### config.mk
export PLATFORM = sky130hd
export DESIGN_NAME = rr_arbiter_mux_flat
export DESIGN_NICKNAME = d
export VERILOG_FILES = /design/src/rtl/rr_arbiter_mux_if.sv /design/src/rtl/rr_arbiter_mux.sv /design/src/flat_wrapper.sv
export SDC_FILE = /design/constraint.sdc
export NUM_CORES = 1
export LEC_CHECK = 0
export BUFFER_PORTS_ARGS = -buffer_cell sky130_fd_sc_hd__buf_4
export CELL_PAD_IN_SITES_DETAIL_PLACEMENT = 2
export CELL_PAD_IN_SITES_GLOBAL_PLACEMENT = 2
export CORE_UTILIZATION = 20
export CTS_CLUSTER_DIAMETER = 30
export DETAILED_ROUTE_END_ITERATION = 10
export PLACE_DENSITY_LB_ADDON = 0.1
export SYNTH_ARGS = -nofsm -noshare
export SYNTH_HDL_FRONTEND = slang
export SYNTH_SLANG_ARGS = --single-unit
### constraint.sdc
create_clock -name in_clk -period 1.7 [get_ports in_clk]
set_input_delay 0.085 -clock in_clk [delete_from_list [all_inputs] [get_ports in_clk]]
set_output_delay 0.085 -clock in_clk [all_outputs]
set_load 0.1 [all_outputs]
### src/rtl/rr_arbiter_mux_if.sv
// Handshake bundle for rr_arbiter_mux: per-channel requests in, one registered
// selected word out. The slave side is the arbiter, the master side drives it.
interface rr_arbiter_mux_if #(
  parameter int WIDTH    = 32,
  parameter int CHANNELS = 4,
  parameter int SEL_W    = $clog2(CHANNELS)
);
  logic [CHANNELS*WIDTH-1:0] in_data;
  logic [CHANNELS-1:0]       in_valid;
  logic [CHANNELS-1:0]       ou_ready;
  logic                      in_mode;
  logic [SEL_W-1:0]          in_select;
  logic [WIDTH-1:0]          ou_result;
  logic                      ou_valid;
  logic [SEL_W-1:0]          ou_channel;
  logic                      in_ready;

  modport master (
    output in_data, in_valid, in_mode, in_select, in_ready,
    input  ou_ready, ou_result, ou_valid, ou_channel
  );

  modport slave (
    input  in_data, in_valid, in_mode, in_select, in_ready,
    output ou_ready, ou_result, ou_valid, ou_channel
  );
endinterface

### src/rtl/rr_arbiter_mux.sv
// Channel arbiter + output register: fixed-select or round-robin grant,
// one-word skid-free output stage with downstream backpressure.
module rr_arbiter_mux #(
  parameter int WIDTH    = 32,
  parameter int CHANNELS = 4,
  parameter int SEL_W    = $clog2(CHANNELS)
) (
  input  logic           in_clk,
  input  logic           in_reset_n,
  rr_arbiter_mux_if.slave bus
);

  localparam logic [SEL_W:0]   CH_N     = (SEL_W+1)'(CHANNELS);
  localparam logic [SEL_W-1:0] PTR_INIT = SEL_W'(CHANNELS - 1);

  logic [SEL_W-1:0]    ptr_p1;
  logic [WIDTH-1:0]    result_p1;
  logic [SEL_W-1:0]    channel_p1;
  logic                vld_p1;

  logic                load;
  logic                fix_hit;
  logic                rr_hit;
  logic [SEL_W-1:0]    rr_idx;
  logic                has_grant;
  logic [SEL_W-1:0]    grant;
  logic [CHANNELS-1:0] ready;

  // Stage p0: grant decision, purely combinational from requests and state
  assign load    = !vld_p1 || bus.in_ready;
  assign fix_hit = ({1'b0, bus.in_select} < CH_N) && bus.in_valid[bus.in_select];

  // Walk offsets from far to near so the closest requester after ptr wins
  always_comb begin
    int idx;
    idx    = 0;
    rr_hit = 1'b0;
    rr_idx = '0;
    for (int k = CHANNELS; k >= 1; k--) begin
      idx = (int'(ptr_p1) + k) % CHANNELS;
      if (bus.in_valid[SEL_W'(idx)]) begin
        rr_hit = 1'b1;
        rr_idx = SEL_W'(idx);
      end
    end
  end

  always_comb begin
    has_grant = bus.in_mode ? rr_hit : fix_hit;
    grant     = bus.in_mode ? rr_idx : bus.in_select;
    ready     = '0;
    if (in_reset_n && load && has_grant) begin
      ready[grant] = 1'b1;
    end
  end

  assign bus.ou_ready = ready;

  // Stage p1: output register and round-robin pointer
  always_ff @(posedge in_clk or negedge in_reset_n) begin
    if (!in_reset_n) begin
      vld_p1     <= 1'b0;
      result_p1  <= '0;
      channel_p1 <= '0;
      ptr_p1     <= PTR_INIT;
    end else if (load) begin
      vld_p1 <= has_grant;
      if (has_grant) begin
        result_p1  <= bus.in_data[int'(grant)*WIDTH +: WIDTH];
        channel_p1 <= grant;
        if (bus.in_mode) begin
          ptr_p1 <= grant;
        end
      end
    end
  end

  assign bus.ou_result  = result_p1;
  assign bus.ou_valid   = vld_p1;
  assign bus.ou_channel = channel_p1;

endmodule

### src/flat_wrapper.sv
// flat-port wrapper written by rule: the top's interface ports become plain ports
module rr_arbiter_mux_flat 
#(
  parameter int WIDTH    = 32,
  parameter int CHANNELS = 4,
  parameter int SEL_W    = $clog2(CHANNELS)
)
  (in_clk, in_reset_n, bus_in_data, bus_in_valid, bus_in_mode, bus_in_select, bus_in_ready, bus_ou_ready, bus_ou_result, bus_ou_valid, bus_ou_channel);
  rr_arbiter_mux_if #(.WIDTH(WIDTH), .CHANNELS(CHANNELS), .SEL_W(SEL_W)) bus_i ();
  input  logic in_clk;
  input  logic in_reset_n;
  input wire logic [$bits(bus_i.in_data)-1:0] bus_in_data;
  input wire logic [$bits(bus_i.in_valid)-1:0] bus_in_valid;
  input wire logic [$bits(bus_i.in_mode)-1:0] bus_in_mode;
  input wire logic [$bits(bus_i.in_select)-1:0] bus_in_select;
  input wire logic [$bits(bus_i.in_ready)-1:0] bus_in_ready;
  output wire logic [$bits(bus_i.ou_ready)-1:0] bus_ou_ready;
  output wire logic [$bits(bus_i.ou_result)-1:0] bus_ou_result;
  output wire logic [$bits(bus_i.ou_valid)-1:0] bus_ou_valid;
  output wire logic [$bits(bus_i.ou_channel)-1:0] bus_ou_channel;
  assign bus_i.in_data = bus_in_data;
  assign bus_i.in_valid = bus_in_valid;
  assign bus_i.in_mode = bus_in_mode;
  assign bus_i.in_select = bus_in_select;
  assign bus_i.in_ready = bus_in_ready;
  assign bus_ou_ready = bus_i.ou_ready;
  assign bus_ou_result = bus_i.ou_result;
  assign bus_ou_valid = bus_i.ou_valid;
  assign bus_ou_channel = bus_i.ou_channel;
  rr_arbiter_mux #(.WIDTH(WIDTH), .CHANNELS(CHANNELS), .SEL_W(SEL_W)) u_core (.in_clk(in_clk), .in_reset_n(in_reset_n), .bus(bus_i));
endmodule
Word level (Yosys, flattened, before mapping)
Cells that the tools add are included.
{"block": "word_totals", "word_cells": 50, "reg_bits": 37, "output_inout_bits": 39}
{"block": "classes", "muxes": 27, "add_sub_neg": 4, "magnitude_cmp": 7, "n_reduce_logical": 7, "shift": 1}
{"cell": "variable part select 128 x 8 -> 32 bit", "count": 1}
{"cell": "less-than comparator 2 x 4 -> 1 bit, second input constant", "count": 4}
{"cell": "2-to-1 mux 1 bit", "count": 15}
{"cell": "binary-select mux 1 bit (select 2 bit)", "count": 5}
{"cell": "2-to-1 mux 2 bit", "count": 5}
{"cell": "less-than comparator 2 x 3 -> 1 bit, second input constant", "count": 2}
{"cell": "adder 2 x 1 -> 2 bit, second input constant", "count": 2}
{"cell": "adder 2 bit, second input constant", "count": 2}
{"cell": "2-to-1 mux 4 bit", "count": 1}
{"cell": "logical AND 1 bit", "count": 3}
{"cell": "AND reduction 3 bit", "count": 1}
{"cell": "demux 1 bit (select 2 bit)", "count": 1}
{"cell": "greater-or-equal comparator 2 x 1 -> 1 bit, second input constant", "count": 1}
{"cell": "AND reduction 2 bit", "count": 1}
{"cell": "zero test 1 bit", "count": 1}
{"cell": "logical OR 1 bit", "count": 1}

Longest topological paths before layout
Gate-level depths: netlist (run 1).
{"block": "logic_depth", "ltp_word": 14, "depth_mapped": 9, "ltp_nobuf": 6}

Worst setup path after synthesis (run 1)
OpenSTA, ideal clock, no wires.
{"block": "synth_path", "path_kind": "register -> output", "from": "reg u_core.vld_p1, in the netlist u_core.bus.ou_valid", "to": "out bus_ou_ready[0]", "path_slack_ns": -1.090, "arrival_time_ns": 2.705, "required_ns": 1.615, "path_stages_with_launch": 5, "cell_sequence": "dfrtp_1 > nor2b_1 > nor2_1 > nand3_1 > nor2b_1"}
{"block": "synth_between", "elab_chain_len": 5}
{"element": "from (decl)", "line_no": "rr_arbiter_mux.sv:19", "source": "logic vld_p1;"}
{"element": "from (signal assigned)", "line_no": "rr_arbiter_mux.sv:67", "source": "vld_p1 <= has_grant;"}
{"element": "zero test 1 bit", "line_no": "rr_arbiter_mux.sv:30", "source": "assign load = !vld_p1 || bus.in_ready;"}
{"element": "logical OR 1 bit", "line_no": "rr_arbiter_mux.sv:30"}
{"element": "logical AND 1 bit (2 in a row)", "line_no": "rr_arbiter_mux.sv:52", "source": "if (in_reset_n && load && has_grant) begin"}
{"element": "2-to-1 mux 4 bit", "line_no": "rr_arbiter_mux.sv:52"}
{"element": "to (decl)", "line_no": "flat_wrapper.sv:17", "source": "output wire logic [$bits(bus_i.ou_ready)-1:0] bus_ou_ready;"}
Every way passes these cells.

Final worst setup path (run 1)
{"block": "layout_path", "from": "reg u_core.ptr_p1[0]", "to": "out bus_ou_ready[0]"}
{"block": "layout_between", "elab_chain_len": 14, "elab_cells_between_ends": 33, "cone_classes": "add/sub (4); order compare (2); mux (25); reduce/logical (2)"}
{"element": "from (decl)", "line_no": "rr_arbiter_mux.sv:16", "source": "logic [SEL_W-1:0] ptr_p1;"}
{"element": "from (signal assigned)", "line_no": "rr_arbiter_mux.sv:72", "source": "ptr_p1 <= grant;"}
{"element": "adder 2 x 1 -> 2 bit", "line_no": "rr_arbiter_mux.sv:40", "source": "idx = (int'(ptr_p1) + k) % CHANNELS;"}
{"element": "binary-select mux 1 bit (select 2 bit)", "line_no": "rr_arbiter_mux.sv:41", "source": "if (bus.in_valid[SEL_W'(idx)]) begin"}
{"element": "2-to-1 mux 1 bit (not written as such) (2 in a row)", "line_no": "rr_arbiter_mux.sv:41"}
{"element": "2-to-1 mux 2 bit (4 in a row)", "line_no": "rr_arbiter_mux.sv:41"}
{"element": "2-to-1 mux 2 bit", "line_no": "rr_arbiter_mux.sv:50", "source": "grant = bus.in_mode ? rr_idx : bus.in_select;"}
{"element": "less-than comparator 2 x 3 -> 1 bit (not written as such) or greater-or-equal comparator 2 x 1 -> 1 bit (tied branches)", "line_no": "rr_arbiter_mux.sv:53", "source": "ready[grant] = 1'b1;"}
{"element": "logical AND 1 bit (not written as such)", "line_no": "rr_arbiter_mux.sv:53"}
{"element": "2-to-1 mux 1 bit (not written as such)", "line_no": "rr_arbiter_mux.sv:53"}
{"element": "demux 1 bit (select 2 bit)"}
{"element": "2-to-1 mux 4 bit (*)", "line_no": "rr_arbiter_mux.sv:52"}
Every way passes the cells marked *; elsewhere a longest branch is shown, timed or not. The select of a mux whose other input is x is not followed.

==> out/results.md, run 1 <==
| Parameter | This run |
| --- | --- |
| Layout filler cell count | 1213 |
| Max IR drop VDD | 610.0 uV |
| Logic pwr share | 0.671 |
| P_leak | 2.328 nW |
| Synthesized area | 2360 um2 |
| Worst r2r dst | u_core.bus.ou_result[29]$_DFFE_PN0P_ |
| Depth of the most critical reg-to-reg path | 8 |
| Post-Synthesis Mean Instance Area | 10.40 um2 |
| Worst reg-to-reg setup slack | -0.35 ns |
| Std-Cell Core Area | 11470 um2 |
| Share of power burned in registers | 0.185 |
| Setup clock skew after layout | 0.004390 ns |
| Number of warning messages in the yosys log | 0 |
| Internal power component | 3.764 mW |
| Router iterations before antenna repair | 4 |
| Required time of the critical path | 1.62 ns |
| Die Ht | 110.6 um |
| Classification of the worst setup path | flip-flop to primary output |
| Post-DR vias/cell | 4.696 |
| Starting DRC count in detailed routing | 43 |
| Share of post-route cells with drive strength above 1 | 0.6230 |
| Number of input and output port buffers inserted | 176 |
| Crit Reg-Reg Startpoint | u_core.ptr_p1[1]$_DFFE_PN1P_ |
| Diode insertion count for antenna repair | 0 |
| Number of instances in the synthesized netlist | 227 |
| Data arrival time at the worst-slack endpoint | 2.01 ns |
| Area enclosed by the die boundary | 12240 um2 |
| Number of antenna violations at the first check in global routing | 0 |
| Number of instances in the placed design | 547 |
| Tightest Pin Transition | 0.5691 ns |
| Area of all sequential standard cells | 932.1 um2 |
| Number of global-route vias before repair | 3082 |
| Endpoints failing hold | 0 |
| Power density normalized to cell area | 1645 nW/um2 |
| Worst Hold Path EP | u_core.bus.ou_result[31]$_DFFE_PN0P_ |
| Cells along the critical path | nand2b_4 > a22o_1 > a211oi_2 > mux2i_2 > nand3_2 > nor2b_4 > buf_12 |
| Power Total | 7.923 mW |
| Number of library cell types mapped by synthesis | 29 |
| Clk buf depth | 2 |
| Violated checks | setup timing |
| Final weighted congestion in routability-driven placement | 0.7817 |
| Unrepaired setup endpoints after global routing | yes |
| Net count of the mapped netlist | 365 |
| Worst min-delay path class | input port to flip-flop |
| Tightest slew margin relative to the limit | 0.6193 |
| Most frequent standard cell in the layout excluding fill and tap cells | buf_4 |
| Via total after detailed routing | 2714 |
| Fin worst setup slack | -0.3931 ns |
| Hold-critical path depth | 3 |
| Final core utilization | 0.4201 |
| Slowest Stage Delay on Critical Path | 0.60 ns |
| Final standard cell area without fillers | 4817 um2 |
| Clock network fraction of design power | 0.144 |
| Sw frac | 0.5250 |
| Seq cells post-synth | 37 |
| TritonCTS buffer count | 5 |
| Post-DRT Antenna Nets | 0 |
| Count of final setup violators | 37 |
| Top-Level Pins | 177 |
| Horizontal extent of the die | 110.6 um |
| Net switching component of the power | 4.159 mW |
| Clock slew seen by the registers of the worst setup and hold paths | 0.06 ns |
| Largest driver fanout on the critical path | 5 |
| Kind of start point of the critical path | flip-flop |
| Status | complete, but fails checks |
| Max Clock Freq | 477.8 MHz |
| Period utilization | 1.231 |
| Sequential cell area fraction in the yosys report | 0.3934 |
| Wire length reported by the detailed router | 11.34 mm |
| Clock latency of the later-clocked register in the worst-skew pair | 0.29 ns |
| Clock Tree Root | clkbuf_16 |
| Total GRT Usage | 0.1806 |
| Post-route insts no fill | 578 |
| Net count of the finished layout | 572 |
| Area of the multi-input gates | 1573 um2 |
| Wire length of the first global-routing pass | 17.39 mm |
| Slowest cell on crit path | dfstp_2 |
| Clk sinks | 37 |
| Remaining design rule violation count | 0 |
| Average wire length per cell after detail routing | 19.61 um |
| P&R area growth vs syn | 104.1% |
| Initial standard-cell utilization of the core | 0.2058 |
| Pin count of the biggest net entering global routing | 28 |
| Start point of the worst min-delay path | bus_in_data[63] |
| Leading cell types in the layout, fill and taps excluded | buf_4 (189), mux2i_1 (50), nand2_1 (39) |
| Cell Area, Placed | 4023 um2 |
| Final-layout setup total negative slack | -10.99 ns |
| Final hold slack | 0.09919 ns |
| H-tree depth | 2 |
| TritonCTS clock tree | built |
| Overflow left after global routing | 0 |
| Max Cap Violations | 0 |
| Setup crit end kind | primary output |
| Max-slew violation count | 0 |
| Clock period minus worst slack | 2.093 ns |
| DPL Wire Length | 7.946 mm |
| Number of rows created at floorplan | 39 |
| Post-placement setup slack | -0.2882 ns |
[synthesized netlist by cell type, drive strengths merged]
cell / count / share of area
mux2i: 66 / 0.28
nand2: 41 / 0.066
dfrtp: 35 / 0.37
o221ai: 32 / 0.12
buf: 18 / 0.050
nor2: 6 / 0.0095
nor2b: 4 / 0.011
a211oi: 3 / 0.012
nand3: 3 / 0.0064
o21ai: 3 / 0.0064
dfstp: 2 / 0.022
inv: 2 / 0.0032
mux2: 2 / 0.0095
nand2b: 2 / 0.0053
a22o: 1 / 0.0037
a31o: 1 / 0.0037
a31oi: 1 / 0.0027
clkbuf: 1 / 0.0016
mux4: 1 / 0.0095
nor3: 1 / 0.0021
o211ai: 1 / 0.0032
or2: 1 / 0.0027
[critical path: cells and delay by family (launching register included)]
kind / cells / cell delay (ns)
muxes: 1 / 0.23
AOI/OAI and AO/OA: 2 / 0.22
DFF: 1 / 0.60
buffers and inverters: 1 / 0.18
and+or+nand+nor: 3 / 0.49
[cell families after synthesis]
logic type | synth area share
AO/OA/AOI/OAI | 0.1501
buffers and inverters | 0.05460
flip-flops | 0.3934
multiplexers | 0.2990
AND/OR/NAND/NOR | 0.1029
[routing by layer]
metal	vias to the layer above	global-route usage	wire (um)
li1	1273	-	-
met1	1335	0.2190	4685
met2	97	0.3213	5970
met3	9	0.04171	569
met4	0	0.04267	109
met5	-	0	0
[sequential cells by signal (all words and copies together) (netlist names)]
signal	flops
u_core.ptr_p1	2
u_core.bus.ou_channel	2
u_core.bus.ou_result	32
u_core.bus.ou_valid	1
[timing repair]
item / CTS / global route
hold endpoints to repair: 10 / 0
pin swaps: 9 / 13
setup endpoints to repair: 36 / 39
gates resized for setup: 36 / 35
hold buffers: 2 / 0
buffers inserted: 15 / 3
gates cloned: 1 / 6
[final cells by class]
cell class,count,area share
well taps,143,0.03714
inverters,2,0.001558
clock buffers,6,0.02883
multi-input cells,169,0.3265
flip-flops and latches,37,0.1935
clock inverters,2,0.007792
repair buffers,219,0.4047
[worst max-delay path by stage]
stage,cells after the start,start,end,slack (ns)
detailed placement,6,u_core.ptr_p1[1]$_DFFE_PN1P_,u_core.bus.ou_result[12]$_DFFE_PN0P_,-0.29
global placement,6,u_core.ptr_p1[1]$_DFFE_PN1P_,u_core.bus.ou_result[3]$_DFFE_PN0P_,-0.23
CTS,7,u_core.ptr_p1[0]$_DFFE_PN1P_,bus_ou_ready[2],-0.36
global route,7,u_core.ptr_p1[0]$_DFFE_PN1P_,bus_ou_ready[0],-0.48
floorplan,7,u_core.ptr_p1[1]$_DFFE_PN1P_,bus_ou_ready[1],-0.16
finish,7,u_core.ptr_p1[0]$_DFFE_PN1P_,bus_ou_ready[0],-0.39
[power by group through the flow]
stage | Clock (mW) | Combinational (mW) | Sequential, mW
floorplan | 0 | 1.11 | 3.67
global placement | 0 | 4.57 | 1.43
detailed placement | 0 | 4.61 | 1.46
CTS | 1.18 | 4.93 | 1.44
global route | 1.20 | 5.55 | 1.52
finish | 1.14 | 5.31 | 1.47
Power figures use the tool's default switching activity.
==> run 2, diff against run 1 <==
- PLACE_DENSITY: not set -> 0.8
- PLACE_DENSITY_LB_ADDON: 0.1 -> not set
==> out/results.md, run 2 (same netlist as run 1, synthesis figures left out) <==
| Parameter | This run | Change |
| --- | --- | --- |
| Status | complete, but fails checks |  |
| Violated checks | setup timing |  |
| Wire length reported by the detailed router | 11.83 mm | +4.3% |
| Max Clock Freq | 485.7 MHz | +1.7% |
| Overflow left after global routing | 0 | unchanged |
| Remaining design rule violation count | 0 | unchanged |
| Pin count of the biggest net entering global routing | 22 | -21% |
| Wire length of the first global-routing pass | 18.06 mm | +3.9% |
| Max Cap Violations | 0 | unchanged |
| Cell Area, Placed | 4063 um2 | +1.0% |
| Count of final setup violators | 37 | unchanged |
| Largest driver fanout on the critical path | 3 | -2 |
| P&R area growth vs syn | 114.6% |  |
| DPL Wire Length | 7.916 mm | -0.37% |
| Number of global-route vias before repair | 3282 | +6.5% |
| Std-Cell Core Area | 11470 um2 | unchanged |
| Horizontal extent of the die | 110.6 um | unchanged |
| Number of rows created at floorplan | 39 | unchanged |
| TritonCTS buffer count | 5 | unchanged |
| Classification of the worst setup path | flip-flop to primary output |  |
| Final weighted congestion in routability-driven placement | 0.7401 | -5.3% |
| Max IR drop VDD | 910.3 uV | +49% |
| Max-slew violation count | 0 | unchanged |
| Cells along the critical path | buf_6 > a211oi_2 > a211oi_2 > mux2_4 > nand3_4 > nor2b_4 > buf_12 |  |
| TritonCTS clock tree | built |  |
| Most frequent standard cell in the layout excluding fill and tap cells | buf_4 |  |
| Total GRT Usage | 0.1871 | +0.006492 |
| Leading cell types in the layout, fill and taps excluded | buf_4 (185), nand2_1 (38), mux2i_1 (35) |  |
| Data arrival time at the worst-slack endpoint | 1.97 ns | -0.04 ns |
| Clk sinks | 37 | unchanged |
| Starting DRC count in detailed routing | 66 | +53% |
| Met2 Resource Use GR | 0.3631 | +0.04182 |
| Clock latency of the later-clocked register in the worst-skew pair | 0.28 ns | about the same |
| Slowest cell on crit path | dfstp_2 |  |
| Worst reg-to-reg setup slack | -0.36 ns | about the same |
| Fin worst setup slack | -0.3588 ns | +0.03426 ns |
| Top-Level Pins | 177 | unchanged |
| Share of post-route cells with drive strength above 1 | 0.6828 | +0.05977 |
| Clock slew seen by the registers of the worst setup and hold paths | 0.06 ns | about the same |
| P_leak | 2.343 nW | +0.61% |
| Unrepaired setup endpoints after global routing | yes |  |
| Tightest slew margin relative to the limit | 0.6921 | +0.07282 |
| Power density normalized to cell area | 1623 nW/um2 | -1.3% |
| Kind of start point of the critical path | flip-flop |  |
| Period utilization | 1.211 | -0.02015 |
| Tightest Pin Transition | 0.4613 ns | -0.1078 ns |
| Die Ht | 110.6 um | unchanged |
| Number of antenna violations at the first check in global routing | 0 | unchanged |
| Met3 capacity usage during global routing | 0.04446 | +0.002744 |
| Post-DR vias/cell | 4.813 | +2.5% |
| Met1 GRT Util | 0.2023 | -0.01665 |
| Net count of the finished layout | 572 | unchanged |
| Clock Tree Root | clkbuf_16 |  |
| Setup crit end kind | primary output |  |
| Layout filler cell count | 1203 | -0.82% |
| Slowest Stage Delay on Critical Path | 0.58 ns | -0.02 ns |
| Endpoints failing hold | 0 | unchanged |
| H-tree depth | 2 | unchanged |
| Clk buf depth | 2 | unchanged |
| Worst min-delay path class | input port to flip-flop |  |
| Clock period minus worst slack | 2.059 ns | -0.03426 ns |
| Setup clock skew after layout | 0.007528 ns | +0.003138 ns |
| Family with the most delay on the worst path | flip-flops |  |
| Busiest metal layer after global routing | met2 |  |
| Final core utilization | 0.4416 | +0.02149 |
| Post-DRT Antenna Nets | 0 | unchanged |
| Area enclosed by the die boundary | 12240 um2 | unchanged |
| Diode insertion count for antenna repair | 0 | unchanged |
| Crit path top cell by count | a211oi_2 |  |
| Flip-flop count of the largest register, all copies and words added | 32 | unchanged |
| Required time of the critical path | 1.62 ns | about the same |
| Final standard cell area without fillers | 5064 um2 | +5.1% |
| Via total after detailed routing | 2782 | +2.5% |
| Buffers plus inverters on the worst setup path | 2 | +1 |
| Router iterations before antenna repair | 3 | -1 |
| Initial standard-cell utilization of the core | 0.2058 | unchanged |
| Number of input and output port buffers inserted | 176 | unchanged |
| Average wire length per cell after detail routing | 20.46 um | +4.3% |
[run 2: cell count changes in the layout (fill, tap and decap cells not counted), moves of 6 or more]
cell      before  now
buf_16         2    8
o221ai_2       7   16
mux2i_1       50   35
o221ai_1      25   16
mux2i_2       10   20
[run 2: worst paths after layout]
check | startpoint | endpoint | depth (start not counted)
min reg2reg | u_core.bus.ou_result[11]$_DFFE_PN0P_ | u_core.bus.ou_result[11]$_DFFE_PN0P_ | 2
max reg2reg | u_core.ptr_p1[1]$_DFFE_PN1P_ | u_core.bus.ou_result[27]$_DFFE_PN0P_ | 9
max | u_core.ptr_p1[1]$_DFFE_PN1P_ | bus_ou_ready[2] | 7
max in group asynchronous | in_reset_n | u_core.ptr_p1[1]$_DFFE_PN1P_ | 3
min in group asynchronous | in_reset_n | u_core.bus.ou_result[10]$_DFFE_PN0P_ | 2
min | bus_in_data[18] | u_core.bus.ou_result[18]$_DFFE_PN0P_ | 3
[run 2: worst min-delay path, cell delays in order]
cell and delay [ns]:
buf_4 0.08, mux2i_2 0.06, o221ai_2 0.12
[run 2: cell type report]
type,instances,area (um2),share of cell area
Clock buffer,6,138.9,0.02743
Clock inverter,2,37.54,0.007413
Inverter,2,7.507,0.001483
Tap cell,143,178.9,0.03533
Multi-Input combinational cell,169,1738,0.3432
Timing Repair Buffer,219,2031,0.4010
Sequential cell,37,932.1,0.1841
[run 2: what timing repair did]
action / in CTS / in global routing
gates cloned: 7 / 0
endpoints found under the hold margin: 16 / 0
gates resized for setup: 64 / 44
hold buffers: 1 / 0
pin swaps: 28 / 12
endpoints found under the setup margin: 36 / 38
buffers inserted: 13 / 1
[run 2: per-stage QoR]
stage | hold slack, ns | power, mW | setup slack [ns] | std cells | TNS (ns)
after CTS | 0.09443 | 7.950 | -0.3454 | 578 | -9.601
after global routing | 0.1169 | 8.534 | -0.4531 | 578 | -12.27
after global placement | -0.01395 | 5.997 | -0.1798 | 549 | -5.146
after floorplan | -0.2106 | 4.776 | -0.1567 | 227 | -2.868
final | 0.09577 | 8.218 | -0.3588 | 578 | -9.707
after detailed placement | -0.01523 | 6.108 | -0.3072 | 549 | -8.485
[run 2: report_power, final]
| group | internal (mW) | switching, mW |
|---|---|---|
| logic | 1.99 | 3.65 |
| clock network | 0.733 | 0.388 |
| registers | 1.23 | 0.225 |
[run 2: layer usage]
layer  wire, um  vias up
met1       4292     1358
met2       6604      131
li1           -     1276
met3        714       17
met4        216        0
met5          0        -
==> run 3, diff against run 2 <==
- CORE_ASPECT_RATIO: not set -> 0.5
==> out/results.md, run 3 (same netlist as run 1, synthesis figures left out) <==
| Parameter | This run | Change |
| --- | --- | --- |
| Diode insertion count for antenna repair | 0 | unchanged |
| Most frequent standard cell in the layout excluding fill and tap cells | buf_4 |  |
| Clock latency of the later-clocked register in the worst-skew pair | 0.30 ns | +0.02 ns |
| Final core utilization | 0.4371 | -0.004467 |
| Post-DRT Antenna Nets | 0 | unchanged |
| Max-slew violation count | 0 | unchanged |
| Starting DRC count in detailed routing | 143 | +120% |
| Total GRT Usage | 0.2420 | +0.05491 |
| Wire length reported by the detailed router | 16.58 mm | +40% |
| Clk sinks | 37 | unchanged |
| Die Ht | 78.81 um | -29% |
| Classification of the worst setup path | flip-flop to flip-flop |  |
| Initial standard-cell utilization of the core | 0.2098 | +0.003982 |
| Clock period minus worst slack | 2.199 ns | +0.1399 ns |
| Leading cell types in the layout, fill and taps excluded | buf_4 (186), mux2i_1 (50), nand2_1 (38) |  |
| TritonCTS buffer count | 5 | unchanged |
| Pin count of the biggest net entering global routing | 30 | +36% |
| Max Cap Violations | 0 | unchanged |
| Largest driver fanout on the critical path | 6 | +3 |
| Layout filler cell count | 1166 | -3.1% |
| Area of all sequential standard cells | 932.1 um2 | unchanged |
| Hold-critical path depth | 3 | unchanged |
| Data arrival time at the worst-slack endpoint | 2.38 ns | +0.41 ns |
| Overflow left after global routing | 0 | unchanged |
| Number of input and output port buffers inserted | 176 | unchanged |
| Area enclosed by the die boundary | 12260 um2 | +0.22% |
| Final weighted congestion in routability-driven placement | 0.8124 | +9.8% |
| Number of global-route vias before repair | 3336 | +1.6% |
| Start point of the worst min-delay path | bus_in_data[22] |  |
| Top-Level Pins | 177 | unchanged |
| Tightest Pin Transition | 0.4750 ns | +0.01373 ns |
| Max IR drop VDD | 481.6 uV | -47% |
| Flip-flop count of the largest register, all copies and words added | 32 | unchanged |
| Number of rows created at floorplan | 27 | -31% |
| Required time of the critical path | 1.89 ns | +0.27 ns |
| P_leak | 2.350 nW | +0.32% |
| Endpoints failing hold | 0 | unchanged |
| Kind of start point of the critical path | flip-flop |  |
| H-tree depth | 2 | unchanged |
| Final-layout setup total negative slack | -14.90 ns | -5.189 ns |
| Tightest slew margin relative to the limit | 0.6830 | -0.009163 |
| Status | complete, but fails checks |  |
| Horizontal extent of the die | 155.6 um | +41% |
| Setup clock skew after layout | 0.008079 ns | +0.0005514 ns |
| Power density normalized to cell area | 1688 nW/um2 | +4.0% |
| Post-DR vias/cell | 4.942 | +2.7% |
| Worst reg-to-reg setup slack | -0.50 ns | -0.14 ns |
| Remaining design rule violation count | 0 | unchanged |
| Clock slew seen by the registers of the worst setup and hold paths | 0.07 ns | about the same |
| Setup crit end kind | flip-flop |  |
| Clock Tree Root | clkbuf_16 |  |
| Crit Reg-Reg Startpoint | u_core.ptr_p1[0]$_DFFE_PN1P_ |  |
| Share of post-route cells with drive strength above 1 | 0.6412 | -0.04155 |
| Depth of the most critical reg-to-reg path | 8 | -1 |
| Via total after detailed routing | 2921 | +5.0% |
| Fin worst setup slack | -0.4986 ns | -0.1399 ns |
| Period utilization | 1.293 | +0.08227 |
| Unrepaired setup endpoints after global routing | yes |  |
| Worst r2r dst | u_core.bus.ou_result[10]$_DFFE_PN0P_ |  |
| Max Clock Freq | 454.8 MHz | -6.4% |
| Net count of the finished layout | 569 | -0.52% |
| Std-Cell Core Area | 11250 um2 | -1.9% |
| Count of final setup violators | 38 | +2.7% |
| Average wire length per cell after detail routing | 28.06 um | +37% |
| Wire length of the first global-routing pass | 21.48 mm | +19% |
| P&R area growth vs syn | 108.4% |  |
| Violated checks | setup timing |  |
| Number of antenna violations at the first check in global routing | 0 | unchanged |
| DPL Wire Length | 8.694 mm | +9.8% |
| TritonCTS clock tree | built |  |
| Worst min-delay path class | input port to flip-flop |  |
| Area of the multi-input gates | 1632 um2 | -6.1% |
| Worst Hold Path EP | u_core.bus.ou_result[22]$_DFFE_PN0P_ |  |
| Clk buf depth | 2 | unchanged |
| Router iterations before antenna repair | 4 | +1 |
-- run 3: cell count changes in the layout (fill, tap and decap cells not counted), sizes merged --
| cell | before | now |
|---|---|---|
| buf | 218 | 212 |
| clkbuf | 6 | 10 |
| bufinv | 1 | 0 |
| clkinv | 0 | 1 |
| clkinvlp | 1 | 0 |
-- run 3: where the power goes --
part / total, mW / internal, mW / switching (mW)
combinational: 5.71 / 1.86 / 3.85
clock: 1.08 / 0.624 / 0.451
sequential: 1.52 / 1.23 / 0.289
total: 8.30 / 3.71 / 4.59
-- run 3: worst max-delay path, stage by stage, from the launching register on --
cell       delay [ns]
dfstp_2          0.40
nand2b_4         0.14
a22o_1           0.21
a211oi_4         0.32
mux2_4           0.25
buf_4            0.13
nand2_4          0.14
clkbuf_16        0.23
o221ai_2         0.27
-- run 3: worst max-delay path by stage --
stage                                             from                                   end  slack (ns)  cells past startpoint
after floorplan           u_core.ptr_p1[1]$_DFFE_PN1P_                       bus_ou_ready[1]       -0.16                      7
after CTS                 u_core.ptr_p1[0]$_DFFE_PN1P_                       bus_ou_ready[0]       -0.35                      7
after global placement    u_core.ptr_p1[1]$_DFFE_PN1P_  u_core.bus.ou_result[24]$_DFFE_PN0P_       -0.15                      6
after global routing      u_core.ptr_p1[0]$_DFFE_PN1P_                       bus_ou_ready[2]       -0.51                      7
final                     u_core.ptr_p1[0]$_DFFE_PN1P_  u_core.bus.ou_result[10]$_DFFE_PN0P_       -0.50                      8
after detailed placement  u_core.ptr_p1[1]$_DFFE_PN1P_  u_core.bus.ou_result[21]$_DFFE_PN0P_       -0.22                      6
-- run 3: routing by layer --
metal | vias to the layer above | track usage | share of wire
met1 | 1506 | 0.2790 | 0.41
met4 | 0 | 0.1196 | 0.041
met5 | - | 0 | 0
met2 | 100 | 0.4390 | 0.51
met3 | 39 | 0.04094 | 0.038
li1 | 1276 | - | -
-- run 3: layout make-up --
type	instances	share of cell area
Sequential cell	37	0.1896
Tap cell	159	0.04046
Timing Repair Buffer	216	0.4046
Clock buffer	7	0.03104
Inverter	2	0.001527
Clock inverter	1	0.001018
Multi-Input combinational cell	169	0.3318
-- run 3: what timing repair did --
action / in CTS / in global routing
pin swaps: 20 / 8
hold buffers: 1 / 0
gates cloned: 5 / 4
resized for setup: 45 / 41
setup buffers: 9 / 2
hold endpoints to repair: 8 / 0
endpoints found under the setup margin: 36 / 38
-- run 3: stage by stage --
step	hold WS [ns]	instances	total power [mW]	worst slack, ns	area, um2
2_1_floorplan	-0.2106	227	4.776	-0.1567	2420
3_3_place_gp	-0.06776	563	6.015	-0.1513	4055
3_5_place_dp	-0.06482	563	6.112	-0.2199	4055
4_1_cts	0.07934	586	7.697	-0.3486	4617
5_1_grt	0.1060	591	8.501	-0.5066	4917
6_report	0.09032	591	8.303	-0.4986	4917
